### src/rtl/vga_sync_gen.sv
// -----------------------------------------------------------------------------
// vga_sync_gen
//
// Timing generator and pixel output stage for a VGA display path (640x480 at
// the default parameters). A system-clock divider produces the pixel enable.
// Horizontal and vertical counters walk the full raster. The block decodes
// blanking and the active-low syncs. It emits a once-per-frame refresh tick
// for the sprite/logo generators. It also gates and registers the colour they
// return before it reaches the connector.
//
// Ports:
//   clk        in   1   system clock, single domain
//   reset      in   1   synchronous, active-high reset
//   rgb_in     in   3   merged colour for the current (pix_x, pix_y)
//   p_tick     out  1   pixel enable, high one clk in every CLK_DIV
//   pix_x      out  10  horizontal counter, 0..H_TOTAL-1
//   pix_y      out  10  vertical counter, 0..V_TOTAL-1
//   video_on   out  1   high inside the visible window
//   refr_tick  out  1   one-clk pulse per frame at the start of vertical blank
//   hsync      out  1   horizontal sync, active-low, aligned with pix_x
//   vsync      out  1   vertical sync, active-low, aligned with pix_y
//   rgb        out  3   registered, blank-gated colour (one pixel behind)
// -----------------------------------------------------------------------------
module vga_sync_gen #(
  parameter int CLK_DIV   = 2,
  parameter int H_DISPLAY = 640,
  parameter int H_FRONT   = 16,
  parameter int H_SYNC    = 96,
  parameter int H_BACK    = 48,
  parameter int V_DISPLAY = 480,
  parameter int V_FRONT   = 10,
  parameter int V_SYNC    = 2,
  parameter int V_BACK    = 33
) (
  input  logic       clk,
  input  logic       reset,
  input  logic [2:0] rgb_in,
  output logic       p_tick,
  output logic [9:0] pix_x,
  output logic [9:0] pix_y,
  output logic       video_on,
  output logic       refr_tick,
  output logic       hsync,
  output logic       vsync,
  output logic [2:0] rgb
);

  localparam int H_TOTAL = H_DISPLAY + H_FRONT + H_SYNC + H_BACK;
  localparam int V_TOTAL = V_DISPLAY + V_FRONT + V_SYNC + V_BACK;

  // A one-bit divider is kept for CLK_DIV=1; it then stays at 0 and p_tick
  // is permanently high.
  localparam int DIV_W = (CLK_DIV > 1) ? $clog2(CLK_DIV) : 1;

  localparam logic [DIV_W-1:0] DIV_LAST = DIV_W'(CLK_DIV - 1);
  localparam logic [9:0] X_LAST   = 10'(H_TOTAL - 1);
  localparam logic [9:0] Y_LAST   = 10'(V_TOTAL - 1);
  localparam logic [9:0] X_VIS    = 10'(H_DISPLAY);
  localparam logic [9:0] Y_VIS    = 10'(V_DISPLAY);
  localparam logic [9:0] Y_REFR   = 10'(V_DISPLAY - 1);
  localparam logic [9:0] HS_FIRST = 10'(H_DISPLAY + H_FRONT);
  localparam logic [9:0] HS_LAST  = 10'(H_DISPLAY + H_FRONT + H_SYNC - 1);
  localparam logic [9:0] VS_FIRST = 10'(V_DISPLAY + V_FRONT);
  localparam logic [9:0] VS_LAST  = 10'(V_DISPLAY + V_FRONT + V_SYNC - 1);

  logic [DIV_W-1:0] r_div_cnt;
  logic [9:0]       r_pix_x;
  logic [9:0]       r_pix_y;
  logic             r_hsync;
  logic             r_vsync;
  logic [2:0]       r_rgb;

  logic             w_p_tick;
  logic             w_x_last;
  logic             w_y_last;
  logic             w_video_on;
  logic [9:0]       w_pix_x_next;
  logic [9:0]       w_pix_y_next;
  logic             w_hs_active;
  logic             w_vs_active;

  always_comb begin
    w_p_tick   = (r_div_cnt == DIV_LAST);
    w_x_last   = (r_pix_x == X_LAST);
    w_y_last   = (r_pix_y == Y_LAST);
    w_video_on = (r_pix_x < X_VIS) && (r_pix_y < Y_VIS);
  end

  // Next counter values. The syncs are decoded from these rather than from
  // the registers, so the registered syncs line up with pix_x/pix_y instead
  // of trailing them by a pixel.
  always_comb begin
    // NOTE: every output of a combinational block gets a default first, so no
    // path leaves it unassigned and no latch is inferred.
    w_pix_x_next = r_pix_x;
    w_pix_y_next = r_pix_y;
    if (w_p_tick) begin
      w_pix_x_next = w_x_last ? 10'd0 : r_pix_x + 10'd1;
      if (w_x_last) begin
        w_pix_y_next = w_y_last ? 10'd0 : r_pix_y + 10'd1;
      end
    end
  end

  always_comb begin
    w_hs_active = (w_pix_x_next >= HS_FIRST) && (w_pix_x_next <= HS_LAST);
    w_vs_active = (w_pix_y_next >= VS_FIRST) && (w_pix_y_next <= VS_LAST);
  end

  // Reset wins over every increment: a reset mid-line abandons the line.
  always_ff @(posedge clk) begin
    // NOTE: state registers use non-blocking assignments so every flop samples
    // the pre-edge values regardless of statement order.
    if (reset) begin
      r_div_cnt <= '0;
      r_pix_x   <= '0;
      r_pix_y   <= '0;
      r_hsync   <= 1'b1;
      r_vsync   <= 1'b1;
      r_rgb     <= 3'b000;
    end else begin
      r_div_cnt <= w_p_tick ? '0 : r_div_cnt + DIV_W'(1);
      r_pix_x   <= w_pix_x_next;
      r_pix_y   <= w_pix_y_next;
      r_hsync   <= ~w_hs_active;
      r_vsync   <= ~w_vs_active;
      // Colour is captured once per pixel, blanked outside the visible area.
      if (w_p_tick) begin
        r_rgb <= w_video_on ? rgb_in : 3'b000;
      end
    end
  end

  assign p_tick    = w_p_tick;
  assign pix_x     = r_pix_x;
  assign pix_y     = r_pix_y;
  assign video_on  = w_video_on;
  assign refr_tick = w_p_tick && w_x_last && (r_pix_y == Y_REFR);
  assign hsync     = r_hsync;
  assign vsync     = r_vsync;
  assign rgb       = r_rgb;

endmodule

### config.mk
export PLATFORM = sky130hd
export DESIGN_NAME = vga_sync_gen
export DESIGN_NICKNAME = d
export VERILOG_FILES = /design/src/rtl/vga_sync_gen.sv
export SDC_FILE = /design/constraint.sdc
export NUM_CORES = 1
export LEC_CHECK = 0
export CAP_MARGIN = 20
export CORE_MARGIN = 2
export CORE_UTILIZATION = 49
export CTS_CLUSTER_DIAMETER = 150
export CTS_CLUSTER_SIZE = 12
export DETAILED_ROUTE_END_ITERATION = 12
export PLACE_DENSITY = 0.79
export SLEW_MARGIN = 40
export SYNTH_ARGS = -nofsm -noshare
export SYNTH_HDL_FRONTEND = slang
export SYNTH_SLANG_ARGS = --single-unit
export TNS_END_PERCENT = 10
### constraint.sdc
create_clock -name clk -period 2.25 [get_ports clk]
set_input_delay 0.45 -clock clk [delete_from_list [all_inputs] [get_ports clk]]
set_output_delay 0.45 -clock clk [all_outputs]
set_load 0.02 [all_outputs]
==> run summary, run 1 <==
====================================================================================
Final Wtd Congestion                                                           0.887
Violations in the final reports                                         setup timing
CP Max Fanout                                                                      2
Area growth from synthesis to layout                                           42.5%
Biggest area contributors in the synthesized netlist                    sky130_fd_sc_hd__dfxtp_1 (38%), sky130_fd_sc_hd__xnor2_1 (5.1%), sky130_fd_sc_hd__nor2_1 (4.4%)
Cell family with most CP delay                                          simple AND/OR/NAND/NOR gates
CTS clk-pin slew, worst paths                                                0.14 ns
I/O Buffers                                                                       32
Drt pass-1 iters                                                                   4
Critical path class                                                     register to output pin
Static Leak                                                                 0.717 nW
CP endpoint kind                                                          output pin
Switch Pwr                                                                  0.172 mW
Nets                                                                             223
Setup repair after global routing missed its margin                             true
TritonCTS clock tree                                                             yes
Post-synth top cells                                                    sky130_fd_sc_hd__dfxtp_1 (26), sky130_fd_sc_hd__nor2_1 (16), sky130_fd_sc_hd__nand2_1 (13)
Internal power contribution                                                 0.682 mW
TritonCTS Sinks                                                                   26
Detail-routed via count per cell                                                5.76
Buffers and inverters on the worst path                                            1
DRT antenna net count                                                              0
Cell Area, Synth                                                            1370 um2
Die X                                                                        56.8 um
Combinational group share of total power                                        7.8%
Setup slack of the most critical reg-to-reg path                             0.31 ns
Total die area                                                              3230 um2
Post-synth top area share                                                      38.1%
Antenna violations before repair                                                   0
Worst-case reg-to-reg path depth                                                   7
Global-route total usage across every layer                                    22.5%
Net Sw Frac                                                                    20.1%
Count of unresolved DRC violations after routing                                   0
Worst hold path depth                                                              1
Post-Route Setup TNS                                                     -0.00546 ns
Number of enable-type register cells in the synthesized netlist                    0
Setup Skew                                                                0.00128 ns
Distinct cell type count of the synthesized netlist                               37
Arrival time at the worst endpoint                                           1.81 ns
Class of the worst hold path                                            register to register
Vertical extent of the die                                                   56.8 um
Mean instance size in the synthesized netlist                               8.44 um2
Required time at the endpoint of the critical path                           1.80 ns
Slew at the pin with the worst max-slew slack                               0.554 ns
#FFs+latches synth                                                                26
Fin crit share                                                                  100%
Clk network pwr share                                                          36.9%
Headroom to the max-slew limit                                                 62.5%
Number of vias after detailed routing                                           1410
Insertion delay of the later-clocked pin in the worst-skew pair              0.31 ns
Max clock buf depth                                                                2
Leading area contributor after synthesis                                sky130_fd_sc_hd__dfxtp_1
Critical Path Max Stage Delay                                                0.36 ns
Most used flip-flop cell after synthesis                                sky130_fd_sc_hd__dfxtp_1
Wire length of the first global-routing pass                                 5880 um
Syn_nets                                                                         170
Fraction of layout instances using a drive strength above 1                    18.7%
Ant diodes                                                                         0
Fraction of the yosys area taken by sequential cells                           38.1%
Total design power                                                          0.854 mW
Total power density per cell area                                         438 nW/um2
Yosys Warn Count                                                                   0
Setup violators final                                                              1
Detailed placement HPWL                                                      2570 um
Count leader, synth                                                     sky130_fd_sc_hd__dfxtp_1
Number of global-route vias before repair                                       1354
Final hold violations                                                              0
Total count of max-transition violations in the final report                       0
Cells after synthesis                                                            162
Total Routed Length                                                          3390 um
Number of ports placed on the die boundary                                        33
Run status                                                              finished, violations left
Worst voltage drop across the vdd grid                                    0.000509 V
Final critical path time including I/O delays and setup                      2.26 ns
Starting density of the core                                                   50.5%
Largest net degree at the start of global routing                                 17
Number of H-tree levels                                                            1
CP max-delay cell                                                       sky130_fd_sc_hd__dfxtp_2
Max-cap violations                                                                 0
Site Rows                                                                         19
Routed length per instance                                                   13.8 um
Proportion of synthesized flip-flops having asynchronous set or reset             0%
Initial DRC Count                                                                 53
Number of buffers added by the clock tree synthesis step                           3
Clock root buffer                                                       sky130_fd_sc_hd__clkbuf_4
Critical path cell sequence                                             nor4b_4 > nand4_1 > or3_4 > nor4_4 > buf_4
Crit path depth                                                                    5
Core Footprint                                                              2710 um2
Highest achievable clock rate                                                443 MHz
Sequential cell fraction of total power                                        55.3%
Post-route setup slack                                                   -0.00546 ns
Nature of the critical path startpoint                                      register
Global route overflow                                                              0
====================================================================================
[timing repair]
| action | 4_1_cts | 5_1_grt |
|---|---|---|
| gates resized for setup | 8 | 3 |
| pin swaps | 1 | 3 |
| setup buffers | 0 | 2 |
| hold buffers | 0 | 0 |
| setup endpoints to repair | 2 | 1 |
[per-stage QoR]
stage          std cells  worst slack [ns]  util (%)  area [um2]  hold WS (ns)
2_1_floorplan        162            0.0249         -        1390         0.536
3_3_place_gp         239            -0.187      69.2        1870         0.462
3_5_place_dp         239            -0.203      69.2        1870         0.473
4_1_cts              243           -0.0898      71.2        1930         0.510
5_1_grt              245            -0.108      71.9        1950         0.528
6_report             245          -0.00546      71.9        1950         0.502
[per-layer routing]
layer | share of wire (%) | GRT usage (%) | up-vias
met4 | 1.4 | 8.64 | 0
met3 | 4.0 | 2.53 | 4
met5 | 0 | 0 | -
met1 | 46 | 29.8 | 665
li1 | - | - | 696
met2 | 48 | 37.5 | 45
[state kept, by name, summed over array words and instances, names as in the netlist]
| signal | cells |
|---|---|
| pix_x | 10 |
| pix_y | 10 |
| rgb | 3 |
| hsync | 1 |
| p_tick | 1 |
| vsync | 1 |
[power by group through the flow]
stage                     clock [mW]  sequential [mW]  combinational (mW)
after CTS                      0.324            0.472              0.0652
after detailed placement           0            0.482              0.0647
final                          0.315            0.472              0.0668
after global placement             0            0.481              0.0648
after global routing           0.350            0.473              0.0708
after floorplan                    0            0.493              0.0214
[cell type report]
| class | count | area, um2 |
|---|---|---|
| tap | 31 | 38.8 |
| multi-input combinational | 122 | 802 |
| inverter | 4 | 15.0 |
| clock inverter | 1 | 30.0 |
| fill | 219 | 762 |
| clock buffer | 3 | 22.5 |
| timing repair buffer | 58 | 512 |
| sequential | 26 | 528 |
[kinds of logic (layout without fill, tap and decap cells)]
family	count (synthesis)	in the layout	share of synthesized area (%)
buffers and inverters	14	66	4.76
AO/OA/AOI/OAI	27	27	13.3
adder cells (fa/ha/maj)	3	3	2.75
XOR/XNOR	12	12	7.69
AND/OR/NAND/NOR	77	77	31.3
multiplexers	3	3	2.20
flip-flops	26	26	38.1
[worst paths after layout]
path / startpoint / to
worst min-delay path: rgb[1] / rgb[1]
worst max register to register: pix_x[1] / vsync
worst min register to register: rgb[1] / rgb[1]
worst max-delay path: pix_x[6] / refr_tick
[cells in the final DEF, fill, tap and decap left out, types with 6 or more instances in the layout]
cell type,Yosys,final
sky130_fd_sc_hd__dfxtp_2,0,6
sky130_fd_sc_hd__buf_4,1,27
sky130_fd_sc_hd__nor3_1,10,10
sky130_fd_sc_hd__nor2_1,16,16
sky130_fd_sc_hd__clkdlybuf4s50_1,0,30
sky130_fd_sc_hd__xnor2_1,8,8
sky130_fd_sc_hd__nand4_1,8,8
sky130_fd_sc_hd__nand2_1,13,13
sky130_fd_sc_hd__nand3_1,6,6
sky130_fd_sc_hd__dfxtp_1,26,20
sky130_fd_sc_hd__a21oi_1,6,6
sky130_fd_sc_hd__o21ai_0,7,7
Note: power is estimated with default switching activity, not from simulation.
==> inputs of run 2 (changes only) <==
--- a/config.mk
+++ b/config.mk
@@ -5,7 +5,6 @@
 export SDC_FILE = /design/constraint.sdc
 export NUM_CORES = 1
 export LEC_CHECK = 0
-export CAP_MARGIN = 20
 export CORE_MARGIN = 2
 export CORE_UTILIZATION = 49
 export CTS_CLUSTER_DIAMETER = 150
==> results of run 2 <==
Final layout, timing and power as in run 1 (identical DEF).
